$ cat config.mk
export PLATFORM = sky130hd
export DESIGN_NAME = bram_stream_reader
export DESIGN_NICKNAME = d
export VERILOG_FILES = /design/src/rtl/bram_stream_pkg.sv /design/src/rtl/sync_fifo.sv /design/src/rtl/bram_stream_reader.sv
export SDC_FILE = /design/constraint.sdc
export NUM_CORES = 1
export LEC_CHECK = 0
export CAP_MARGIN = 10
export CORE_UTILIZATION = 48
export DETAILED_ROUTE_END_ITERATION = 6
export GPL_TIMING_DRIVEN = 0
export PLACE_DENSITY = 0.77
export SETUP_SLACK_MARGIN = 0.2
export SYNTH_ARGS = -nofsm -noshare
export SYNTH_HDL_FRONTEND = slang
export SYNTH_SLANG_ARGS = --single-unit
$ cat constraint.sdc
create_clock -name clk -period 1.8 [get_ports clk]
set_input_delay 0.27 -clock clk [delete_from_list [all_inputs] [get_ports clk]]
set_output_delay 0.27 -clock clk [all_outputs]
set_load 0.01 [all_outputs]
$ cat src/rtl/bram_stream_pkg.sv
// rtl/bram_stream_pkg.sv - shared types and constants for the BRAM stream reader
package bram_stream_pkg;

  typedef enum logic [1:0] {
    IDLE  = 2'd0,
    RUN   = 2'd1,
    DRAIN = 2'd2
  } stream_state_t;

  localparam int FIFO_DEPTH  = 4;
  // A read may only be issued while buffered plus in-flight words stay below this,
  // so the word returned next cycle always has a free FIFO slot.
  localparam int ISSUE_LIMIT = FIFO_DEPTH;
  localparam int COUNT_WIDTH = $clog2(FIFO_DEPTH + 1);

endpackage

$ cat src/rtl/sync_fifo.sv
// rtl/sync_fifo.sv - small synchronous FIFO with exposed occupancy count and head
module sync_fifo #(
  parameter int WIDTH       = 32,
  parameter int DEPTH       = 4,
  parameter int COUNT_WIDTH = $clog2(DEPTH + 1)
) (
  input  logic                   clk,
  input  logic                   reset,
  input  logic                   push,
  input  logic [WIDTH-1:0]       push_data,
  input  logic                   pop,
  output logic [WIDTH-1:0]       head,
  output logic [COUNT_WIDTH-1:0] count
);

  localparam int PTR_W = (DEPTH > 1) ? $clog2(DEPTH) : 1;

  logic [WIDTH-1:0] mem [DEPTH];
  logic [PTR_W-1:0] wr_ptr;
  logic [PTR_W-1:0] rd_ptr;

  function automatic logic [PTR_W-1:0] next_ptr(input logic [PTR_W-1:0] p);
    return (p == PTR_W'(DEPTH - 1)) ? '0 : p + PTR_W'(1);
  endfunction

  // Storage is cleared on reset so the head reads as zero while empty after reset.
  always_ff @(posedge clk) begin
    if (reset) begin
      wr_ptr <= '0;
      rd_ptr <= '0;
      count  <= '0;
      for (int i = 0; i < DEPTH; i++) begin
        mem[i] <= '0;
      end
    end else begin
      if (push) begin
        mem[wr_ptr] <= push_data;
        wr_ptr      <= next_ptr(wr_ptr);
      end
      if (pop) begin
        rd_ptr <= next_ptr(rd_ptr);
      end
      case ({push, pop})
        2'b10:   count <= count + COUNT_WIDTH'(1);
        2'b01:   count <= count - COUNT_WIDTH'(1);
        default: count <= count;
      endcase
    end
  end

  assign head = mem[rd_ptr];

endmodule

$ cat src/rtl/bram_stream_reader.sv
// rtl/bram_stream_reader.sv - turns a (base, count) command into a BRAM read word stream
module bram_stream_reader
  import bram_stream_pkg::*;
#(
  parameter int BRAM_WIDTH = 32,
  parameter int ADDR_WIDTH = 12,
  parameter int WORD_SIZE  = 4,
  parameter int LEN_WIDTH  = 11
) (
  input  logic                  clk,
  input  logic                  reset,
  input  logic                  start,
  input  logic [ADDR_WIDTH-1:0] base_addr,
  input  logic [LEN_WIDTH-1:0]  num_words,
  output logic                  busy,
  output logic                  done,
  output logic [ADDR_WIDTH-1:0] bram_addr,
  input  logic [BRAM_WIDTH-1:0] bram_rddata,
  output logic [BRAM_WIDTH-1:0] bram_wrdata,
  output logic [WORD_SIZE-1:0]  bram_we,
  output logic [BRAM_WIDTH-1:0] out_data,
  output logic                  out_valid,
  input  logic                  out_ready
);

  localparam logic [ADDR_WIDTH-1:0] ALIGN_MASK = ~ADDR_WIDTH'(WORD_SIZE - 1);
  localparam logic [ADDR_WIDTH-1:0] ADDR_STEP  = ADDR_WIDTH'(WORD_SIZE);
  localparam int                    SUM_W      = COUNT_WIDTH + 1;

  stream_state_t          state;
  logic [LEN_WIDTH-1:0]   remaining;
  logic                   inflight;
  logic [COUNT_WIDTH-1:0] fifo_count;
  logic [SUM_W-1:0]       occupancy;
  logic                   issue;
  logic                   pop;
  logic                   last_pop;

  assign bram_we     = '0;
  assign bram_wrdata = '0;

  assign out_valid = (fifo_count != '0);
  assign pop       = out_valid & out_ready;
  assign occupancy = SUM_W'(fifo_count) + SUM_W'(inflight);
  // bram_addr always holds the next address to read; issuing means the BRAM samples it this cycle.
  assign issue     = (state == RUN) && (occupancy < SUM_W'(ISSUE_LIMIT));
  // In DRAIN nothing new is issued, so an empty pipe behind the head means this is the final word.
  assign last_pop  = (state == DRAIN) && pop && !inflight && (fifo_count == COUNT_WIDTH'(1));

  sync_fifo #(
    .WIDTH       (BRAM_WIDTH),
    .DEPTH       (FIFO_DEPTH),
    .COUNT_WIDTH (COUNT_WIDTH)
  ) u_fifo (
    .clk       (clk),
    .reset     (reset),
    .push      (inflight),
    .push_data (bram_rddata),
    .pop       (pop),
    .head      (out_data),
    .count     (fifo_count)
  );

  // Command FSM with address/remaining counters and the one-cycle read-latency tracker.
  always_ff @(posedge clk) begin
    if (reset) begin
      state     <= IDLE;
      bram_addr <= '0;
      remaining <= '0;
      inflight  <= 1'b0;
      busy      <= 1'b0;
      done      <= 1'b0;
    end else begin
      inflight <= issue;
      done     <= 1'b0;
      case (state)
        IDLE: begin
          if (start) begin
            if (num_words != '0) begin
              bram_addr <= base_addr & ALIGN_MASK;
              remaining <= num_words;
              busy      <= 1'b1;
              state     <= RUN;
            end else begin
              done <= 1'b1;
            end
          end
        end
        RUN: begin
          if (issue) begin
            bram_addr <= bram_addr + ADDR_STEP;
            remaining <= remaining - LEN_WIDTH'(1);
            if (remaining == LEN_WIDTH'(1)) begin
              state <= DRAIN;
            end
          end
        end
        DRAIN: begin
          if (last_pop) begin
            state <= IDLE;
            busy  <= 1'b0;
            done  <= 1'b1;
          end
        end
        default: state <= IDLE;
      endcase
    end
  end

endmodule

==> impl_results.md, run 1 <==
* Initial core utilization at 0.494
* Total wire length after detailed routing at 21700 um
* FF+latch area at 4580 um^2
* Cell total after placement at 965
* Cells after synthesis at 611
* Antenna viol nets, final at 0
* Endpoint kind of the worst setup timing path: primary output
* Internal power at 8.70 mW
* Share of final-layout standard cells stronger than drive strength 1 at 0.359
* Maximum number of pins on one net before global-route repair at 17
* Drt drc at 0
* Clk sink count at 163
* Number of primary I/O pins at 142
* Deepest level of the CTS H-tree at 4
* Pwr dens at 1070 nW/um^2
* Unrepaired setup endpoints after global routing: yes
* Yosys warning total at 0
* Initial antenna violation count at 2
* Number of enable-type register cells in the synthesized netlist at 128
* Most frequent cells in the layout: edfxtp_1 (128), and2_1 (96), clkdlybuf4s50_1 (50)
* Critical path arrival at 1.80 ns
* Count of cells along the worst hold path at 3
* Pins over their slew limit at 0
* Net switching power at 3.28 mW
* Antenna cell count at 0
* Layout net count at 876
* Post-placement setup slack at -0.989 ns
* Maximum number of buffers from clock root to sink at 2
* Area delta synth->final at 42.4%
* Post-Syn Area per Cell at 12.9 um^2
* Sequential share of power at 0.383
* Number of distinct library cells after synthesis at 54
* Maximum clock skew at final layout at 0.0118 ns
* All-layer global routing usage at 0.249
* Final cycle utilization of the critical path at 1.15
* Routability congestion estimate at 0.927
* Critical-path maximum fanout at 8
* Hold Path Origin: num_words[0]
* Number of buffers added to fix hold violations after cts at 0
* Vert. Die Dim at 130 um
* Maximum achievable frequency at 482 MHz
* Number of fill cells at 1059
* Final Hold Violating Endpoints at 0
* Pre-Repair DR Iteration Count at 5
* Count of standard-cell rows at 46
* Worst max-slew margin expressed relative to the limit at 0.606
* Comb pwr share at 0.304
* Cts bufs inserted at 17
* Vias after detailed routing at 5905
* Post-layout minimum cycle time at 2.07 ns
* Via count of the first global-routing pass at 5608
* Worst min-delay path category: in -> reg
* First DRT Iteration DRCs at 434
* Endpoint required time on the critical path at 1.53 ns
* Count of maximum capacitance violations at 0
* Final global-route overflow total at 0
* Via density per instance at 5.71
* Global-route wire length before repair at 30800 um
* Std-Cell Core Area at 15900 um^2
* Worst Reg2Reg Path Length in Cells at 6
* Share of flip-flops with an asynchronous set or reset after synthesis at 0
* Status: complete, but fails checks
* Flip-flop and latch count after synthesis at 163
* Fraction of the yosys area taken by sequential cells at 0.577
* Post-Route Utilization at 0.703
* Slew at the pin closest to its max-slew limit at 0.591 ns
* Final count of negative-setup-slack endpoints at 32
* Post-layout total power at 12.0 mW
* Area of the mapped netlist at 7870 um^2
* TritonCTS clock tree: done
* Violations in the final reports: negative setup slack
* Clock-pin transition on the worst setup and hold timing paths at 0.07 ns
* Multi-input gate area at 3480 um^2
* Total die area at 16900 um^2
* Die width at 130 um
* Avg WL per Cell at 21.0 um
* Clock power share at 0.313
* Primary FF master, synth: edfxtp_1
* Max IR drop VDD at 772 uV
* Number of I/O port buffers at 101
* Root Buffer Master: clkbuf_16
* Worst setup SP type: flop
* Most common library cell in the layout ignoring fill and taps: edfxtp_1
* Worst r2r src: u_fifo.count[1]$_SDFFE_PP0P_
* Sw Ratio at 0.274
* Setup Crit Path Kind: reg -> out
* DPL Wire Length at 12300 um
* Fin worst setup slack at -0.273 ns
* Leakage at 4.52 nW
* Setup TNS Final at -6.75 ns
* Layout Cells excl Fill at 1034
* Clock insertion delay at the later pin of the skew report at 0.43 ns
[cells by family (layout without fill, tap and decap cells)]
family                     after synthesis  count (layout)  synth area share
and+or+nand+nor                        230             237             0.171
DFF                                    163             163             0.577
buffers and inverters                   94             257            0.0655
AOI/OAI and AO/OA                       76              76            0.0726
muxes                                   35              35            0.0954
adders and majority gates               10              10            0.0159
xor gates and xnor gates                 2               2           0.00223
other                                    1              38          0.000476
[stage by stage]
step	hold slack, ns	cell area, um^2
after floorplan	0.433	8050
after global placement	0.474	9330
after detailed placement	0.488	9330
after CTS	0.372	10600
after global routing	0.281	11200
final	0.269	11200
[worst max-delay path, stage by stage (launching register included)]
cell	delay, ns
dfxtp_2	0.34
buf_12	0.15
buf_8	0.12
buf_16	0.12
mux4_2	0.50
buf_6	0.14
[area by class of cell]
type / count / area share
multi-input combinational: 398 / 0.311
buffer: 82 / 0.0611
sequential: 163 / 0.409
timing repair buffer: 133 / 0.138
tap: 216 / 0.0241
clock inverter: 10 / 0.0141
clock buffer: 20 / 0.0389
inverter: 12 / 0.00469
[registers in the layout (all words and copies together) (netlist names), named ones only]
name,count
u_fifo.mem,128
busy,1
u_fifo.count,3
inflight,1
u_fifo.wr_ptr,2
remaining,11
state,2
u_fifo.rd_ptr,2
bram_addr,10
done,1
[power by group through the flow]
stage / Sequential [mW] / Combinational (mW) / Clock (mW)
after CTS: 4.56 / 3.19 / 3.72
after floorplan: 4.56 / 1.56 / 0
after global placement: 4.58 / 2.52 / 0
after global routing: 4.62 / 3.87 / 3.89
after detailed placement: 4.61 / 2.57 / 0
final: 4.59 / 3.64 / 3.75
[layer usage]
layer	wire, um	GRT usage	share of wire	up-vias
li1	-	-	-	2636
met1	8170	0.307	0.38	2948
met2	11600	0.434	0.53	284
met3	1560	0.0545	0.072	35
met4	404	0.0834	0.019	2
met5	13	0	0.00060	-
[synthesized netlist by cell type, types with 4 or more instances]
cell type	instances	share of area
a21oi_1	16	0.010
a22oi_1	4	0.0038
a311oi_1	6	0.0067
a31oi_1	5	0.0040
a32o_1	5	0.0064
and2_1	97	0.077
and3_1	35	0.028
buf_1	4	0.0019
buf_2	13	0.0083
buf_4	39	0.037
clkbuf_1	26	0.012
dfxtp_1	35	0.089
edfxtp_1	128	0.49
ha_1	10	0.016
inv_1	12	0.0057
mux4_2	32	0.092
nand2_1	28	0.013
nand2b_1	5	0.0040
nand3_1	13	0.0083
nor2_1	9	0.0043
nor3_1	10	0.0064
nor4_1	6	0.0048
o21ai_0	5	0.0032
o31ai_1	7	0.0067
o32ai_1	5	0.0056
or2_2	4	0.0032
or3_1	7	0.0056
[timing repair]
| action | CTS | global route |
|---|---|---|
| buffers inserted | 17 | 9 |
| cloned | 9 | 4 |
| endpoints found under the setup margin | 326 | 182 |
| resized for setup | 285 | 94 |
| pin swaps | 24 | 28 |
[worst paths after layout]
kind	slack [ns]	end
max	-0.27	out_data[29]
max reg2reg	0.07	remaining[0]$_SDFFE_PP0P_
min reg2reg	0.50	u_fifo.rd_ptr[1]$_SDFFE_PP0N_
min	0.27	remaining[0]$_SDFFE_PP0P_
Power figures use the tool's default switching activity.
==> run 2: changes to the inputs <==
ABC_AREA = 1   (was not set)
==> run 2 against run 1 <==
Net effect:
- the run still ends with negative setup slack left
- worst setup slack gained 0.11 ns
- via count grew 17%
- sequential share of layout area grew 1.4 points
- largest cell class unchanged
- synthesized cell count grew 41%
- flip-flop and latch count is the same
- total power grew 22%
- critical endpoint is now out_data[1]
- final area shrank 3.7%
- global-route usage grew 0.69 points
- sequential power grew 6.1%
- critical path depth is the same
- combinational power grew 68%
- core utilization shrank 2.4 points
==> impl_results.md, run 2 <==
* Non-Filler Cell Area, Final at 10800 um^2
* Clk sink count at 163
* Worst Reg2Reg Path Length in Cells at 7
* First DRT Iteration DRCs at 765
* Hold Path Origin: reset
* Critical path arrival at 1.69 ns
* Largest reg by FF count: u_fifo.mem
* Endpoint kind of the worst setup timing path: primary output
* Clock power share at 0.250
* Std-Cell Core Area at 15900 um^2
* Net switching power at 5.38 mW
* Number of I/O port buffers at 100
* Maximum number of pins on one net before global-route repair at 18
* Number of buffers added to fix hold violations after cts at 0
* DPL Wire Length at 12400 um
* Routability congestion estimate at 0.898
* Slew at the pin closest to its max-slew limit at 0.599 ns
* Cells after synthesis at 860
* Endpoint required time on the critical path at 1.53 ns
* Avg WL per Cell at 17.7 um
* Maximum number of buffers from clock root to sink at 2
* Deepest level of the CTS H-tree at 4
* Worst max-slew margin expressed relative to the limit at 0.601
* Area delta synth->final at 38.5%
* Total wire length after detailed routing at 22700 um
* Count of maximum capacitance violations at 0
* Pre-Repair DR Iteration Count at 5
* Layout Cells excl Fill at 1282
* Share of flip-flops with an asynchronous set or reset after synthesis at 0
* Fraction of the yosys area taken by sequential cells at 0.583
* Leakage at 4.70 nW
* Area of the mapped netlist at 7800 um^2
* Dominant cell by count in the synthesized netlist: nor2_1
* Worst setup SP type: flop
* Leading cell types by total area after synthesis: edfxtp_1 (49%), nor2_1 (12%), dfxtp_1 (9.0%)
* Final global-route overflow total at 0
* Final count of negative-setup-slack endpoints at 32
* Status: complete, but fails checks
* Antenna cell count at 0
* Vias after detailed routing at 6914
* Worst r2r src: inflight$_SDFF_PP0_
* Sequential share of power at 0.333
* Maximum achievable frequency at 510 MHz
* Most common library cell in the layout ignoring fill and taps: nor2_1
* Drt drc at 0
* Number of distinct library cells after synthesis at 34
* Violations in the final reports: negative setup slack
* Final Hold Violating Endpoints at 0
* All-layer global routing usage at 0.256
* Internal power at 9.27 mW
* Clock insertion delay at the later pin of the skew report at 0.44 ns
* Worst min-delay path category: in -> reg
* Post-Route Utilization at 0.680
* Initial core utilization at 0.491
* Primary FF master, synth: edfxtp_1
* Flip-flop count of the largest register after layout at 128
* Critical-path maximum fanout at 7
* Most frequent cells after synthesis: nor2_1 (253), edfxtp_1 (128), nand2_1 (91), o21ai_0 (91), inv_1 (66)
* Most frequent cells in the layout: nor2_1 (234), edfxtp_1 (128), nand2_1 (84)
* Smallest hold slack at 0.201 ns
* Unrepaired setup endpoints after global routing: yes
* Yosys warning total at 0
* Antenna viol nets, final at 0
* Flip-flop and latch count after synthesis at 163
* Pins over their slew limit at 0
* Cts bufs inserted at 17
* Clock-pin transition on the worst setup and hold timing paths at 0.06 ns
* Layout net count at 1122
* Final cycle utilization of the critical path at 1.09
* Synth top area share at 0.493
* Initial antenna violation count at 0
* Via density per instance at 5.39
* Number of primary I/O pins at 142
* Regs by FF count: u_fifo.mem: 128 flops, remaining: 11 flops, bram_addr: 10 flops
* Via count of the first global-routing pass at 6142
* TritonCTS clock tree: done
* Die width at 129 um
* Fin worst setup slack at -0.162 ns
* Vert. Die Dim at 129 um
* Pwr dens at 1360 nW/um^2
* Number of enable-type register cells in the synthesized netlist at 128
* Global-route wire length before repair at 31800 um
* Post-Syn Area per Cell at 9.07 um^2
* Count of standard-cell rows at 46
* Maximum clock skew at final layout at 0.00982 ns
* Cell area reported after detailed placement at 9350 um^2
* Max IR drop VDD at 742 uV
* Post-layout total power at 14.6 mW
* Sw Ratio at 0.367
* Total die area at 16800 um^2
* Root Buffer Master: clkbuf_16
* Cell total after placement at 1215
* Library cell occupying the most area in the post-synthesis netlist: edfxtp_1
* Comb pwr share at 0.417
* Share of final-layout standard cells stronger than drive strength 1 at 0.263
* Setup Crit Path Kind: reg -> out
* Post-layout minimum cycle time at 1.96 ns
* Count of cells along the worst hold path at 2
==> run 2: path summary, 6_finish.rpt <==
| path | to | slack, ns |
|---|---|---|
| setup / recovery | out_data[1] | -0.16 |
| hold / removal | bram_addr[7]$_SDFFE_PP0P_ | 0.20 |
| setup reg to reg | u_fifo.mem[0][20]$_SDFFCE_PN0P_ | 0.20 |
| hold reg to reg | remaining[10]$_SDFFE_PP0P_ | 0.48 |
==> run 2: per-layer routing <==
layer  GRT usage  share of wire  wire, um  vias up
met1       0.319           0.37      8490     3199
met5           0              0         0        -
met3      0.0462          0.089      2030       83
li1            -              -         -     3188
met2       0.439           0.50     11300      444
met4       0.111          0.041       940        0
==> run 2: cell families (layout without fill, tap and decap cells) <==
kind of cell / after synthesis / count (layout) / synth area share
and+or+nand+nor: 382 / 389 / 0.196
DFF: 163 / 163 / 0.583
xor gates and xnor gates: 1 / 1 / 0.00112
buffers and inverters: 150 / 312 / 0.0953
adders and majority gates: 10 / 10 / 0.0160
AOI/OAI and AO/OA: 153 / 153 / 0.109
other: 1 / 38 / 0.000481
==> run 2: repair_timing <==
item,4_1_cts,5_1_grt
buffers inserted,2,20
pin swaps,13,19
setup endpoints to repair,199,208
gates cloned,10,3
resized for setup,308,65
==> run 2: area by class of cell <==
| type | count | area (um^2) |
|---|---|---|
| Buffer | 79 | 771 |
| Clock buffer | 18 | 429 |
| Clock inverter | 14 | 160 |
| Fill cell | 1184 | 5090 |
| Inverter | 71 | 302 |
| Multi-Input combinational cell | 591 | 3200 |
| Sequential cell | 163 | 4560 |
| Tap cell | 216 | 270 |
| Timing Repair Buffer | 129 | 1100 |
| Timing Repair inverter | 1 | 8.76 |
==> run 2: worst max-delay path: stages (launching register included) <==
cell	delay (ns)
dfxtp_4	0.38
buf_12	0.16
clkinv_4	0.09
o21ai_0	0.32
o22ai_2	0.15
buf_2	0.17
==> run 2: metrics by stage <==
step / setup TNS (ns) / setup slack (ns)
2_1_floorplan: 0 / 0.0755
3_3_place_gp: -51.35 / -0.509
3_5_place_dp: -45.13 / -0.542
4_1_cts: -1.02 / -0.0715
5_1_grt: -2.91 / -0.215
6_report: -1.53 / -0.162
==> run 2: power by group through the flow <==
stage	clock, mW	sequential (mW)	combinational, mW
global placement	0	4.87	4.96
finish	3.67	4.87	6.10
global route	3.82	4.92	6.57
floorplan	0	4.85	2.95
detailed placement	0	4.88	5.04
CTS	3.67	4.83	5.43
==> run 3: changes to the inputs <==
SLEW_MARGIN = 20   (was not set)
==> run 3 against run 2 <==
Net effect:
- flip-flop and latch count is the same
- the run still ends with negative setup slack left
- worst hold slack lost 0.0021 ns
- critical path type unchanged
- first-iteration DRC count shrank 2.0%
- cell count shrank 0.31%
- highest routed layer is now met5
- die area is the same
- maximum frequency grew 0.52%
==> impl_results.md, run 3 (synthesis results as in run 2) <==
* Fin worst setup slack at -0.152 ns
* Routability congestion estimate at 0.898
* Post-Route Utilization at 0.686
* Worst r2r src: inflight$_SDFF_PP0_
* Maximum number of buffers from clock root to sink at 2
* Antenna viol nets, final at 0
* Maximum number of pins on one net before global-route repair at 17
* Initial antenna violation count at 1
* Clock insertion delay at the later pin of the skew report at 0.44 ns
* Most common library cell in the layout ignoring fill and taps: nor2_1
* Share of final-layout standard cells stronger than drive strength 1 at 0.267
* Violations in the final reports: negative setup slack
* Worst min-delay path category: in -> reg
* Slack of the worst reg-to-reg path at 0.17 ns
* Layout net count at 1119
* First DRT Iteration DRCs at 750
* Critical-path maximum fanout at 10
* Post-placement setup slack at -0.538 ns
* Number of primary I/O pins at 142
* Drt drc at 0
* Antenna cell count at 0
* Root Buffer Master: clkbuf_16
* Clock-pin transition on the worst setup and hold timing paths at 0.07 ns
* Total wire length after detailed routing at 23400 um
* Sequence of cells on the critical path: buf_12, inv_16, buf_8, nor2_1, o22ai_1, buf_2
* Worst R2R End: u_fifo.mem[0][10]$_SDFFCE_PN0P_
* Setup Crit Path Kind: reg -> out
* Via count of the first global-routing pass at 6242
* Clk sink count at 163
* Slew at the pin closest to its max-slew limit at 0.590 ns
* Kind of cell adding the most delay to the critical path: buffers and inverters
* Worst max-slew margin expressed relative to the limit at 0.606
* Final global-route overflow total at 0
* Unrepaired setup endpoints after global routing: yes
* Deepest level of the CTS H-tree at 4
* Slowest cell delay on critical path at 0.38 ns
* Worst-path cell with the longest stage delay: dfxtp_4
* Avg WL per Cell at 18.3 um
* Final cycle utilization of the critical path at 1.08
* Critical path arrival at 1.68 ns
* Worst Reg2Reg Path Length in Cells at 8
* Count of standard-cell rows at 46
* Maximum clock skew at final layout at 0.0152 ns
* Count of cells along the worst hold path at 2
* All-layer global routing usage at 0.257
* TritonCTS clock tree: done
* Global-route wire length before repair at 32000 um
* Pre-Repair DR Iteration Count at 6
* Cell total after placement at 1216
* Total die area at 16800 um^2
* Die width at 129 um
* Number of I/O port buffers at 100
* Worst setup SP type: flop
* Maximum achievable frequency at 512 MHz
* Vias after detailed routing at 6987
* Area delta synth->final at 39.7%
* Regs by FF count: u_fifo.mem: 128 flops, remaining: 11 flops, bram_addr: 10 flops
* Std-Cell Core Area at 15900 um^2
* Final count of negative-setup-slack endpoints at 31
* Pwr dens at 1390 nW/um^2
* Leakage at 4.73 nW
* Post-layout minimum cycle time at 1.95 ns
* Post-layout total power at 15.1 mW
* Hold Path Origin: reset
* Vert. Die Dim at 129 um
* Status: complete, but fails checks
* Most frequent cells in the layout: nor2_1 (238), edfxtp_1 (128), nand2_1 (84)
* Initial core utilization at 0.491
* DPL Wire Length at 12500 um
* Endpoint kind of the worst setup timing path: primary output
* Largest reg by FF count: u_fifo.mem
* Max IR drop VDD at 777 uV
* Count of buffering cells on the critical path with inverters included at 4
* Count of maximum capacitance violations at 0
* Flip-flop count of the largest register after layout at 128
* Cts bufs inserted at 17
* Layout Cells excl Fill at 1278
* End of the worst hold path: bram_addr[2]$_SDFFE_PP0P_
* Endpoint required time on the critical path at 1.53 ns
* Pins over their slew limit at 0
* Final Hold Violating Endpoints at 0
* Via density per instance at 5.47
* Setup TNS Final at -2.14 ns
[run 3: cell types whose count changed in the layout (fill, tap and decap cells not counted), moves of 2 or more]
cell and delta:
o21ai_0 -7, buf_4 -9, nor2_2 -4, nor2_1 +4
o21ai_2 +5, clkbuf_8 -3, clkinv_1 -2, buf_8 +6
o21ai_4 +2, buf_6 +3
[run 3: worst max path at each step]
stage	from	to	slack (ns)	depth (start not counted)
global placement	flop	out_data[21]	-0.51	6
floorplan	u_fifo.wr_ptr[0]$_SDFFE_PP0P_	u_fifo.mem[3][0]$_DFFE_PP_	0.08	2
finish	flop	out_data[12]	-0.15	6
detailed placement	flop	out_data[21]	-0.54	6
global route	flop	out_data[21]	-0.19	6
CTS	flop	out_data[27]	-0.09	5
[run 3: where the power goes]
part / internal (mW) / switching (mW) / total, mW
combinational: 2.71 / 3.66 / 6.38
clock: 2.32 / 1.53 / 3.85
sequential: 4.54 / 0.355 / 4.90
[run 3: layer usage]
metal  up-vias  GRT usage  part of all wire
met1      3259      0.312              0.37
met2       450      0.444              0.50
met5         -          0           0.00051
li1       3184          -                 -
met3        92     0.0545             0.087
met4         2      0.112             0.041
[run 3: worst register-to-register path, delay by kind of cell (launching register included)]
| family | cells | cell delay [ns] |
|---|---|---|
| buffers and inverters | 4 | 0.54 |
| and+or+nand+nor | 4 | 0.57 |
| DFF | 1 | 0.37 |
[run 3: final cells by class]
class                   count  area [um^2]
plain buffers              79          782
clock buffers              18          429
clock inverters            13          183
fillers                  1145         4990
inverters                  71          307
multi-input cells         591         3240
flip-flops and latches    163         4560
well taps                 216          270
repair buffers            126         1110
repair inverters            1         16.3
[run 3: repair_timing]
item                       4_1_cts  5_1_grt
resized for setup              319       78
setup buffers                    6       11
setup endpoints to repair      211      182
pin swaps                       21       21
hold buffers                     0        0
gates cloned                     7        7
[run 3: per-stage QoR]
| stage | area (um^2) | hold slack, ns |
|---|---|---|
| after floorplan | 8020 | 0.430 |
| after global placement | 9300 | 0.468 |
| after detailed placement | 9330 | 0.474 |
| after CTS | 10500 | 0.172 |
| after global routing | 10900 | 0.211 |
| final | 10900 | 0.199 |
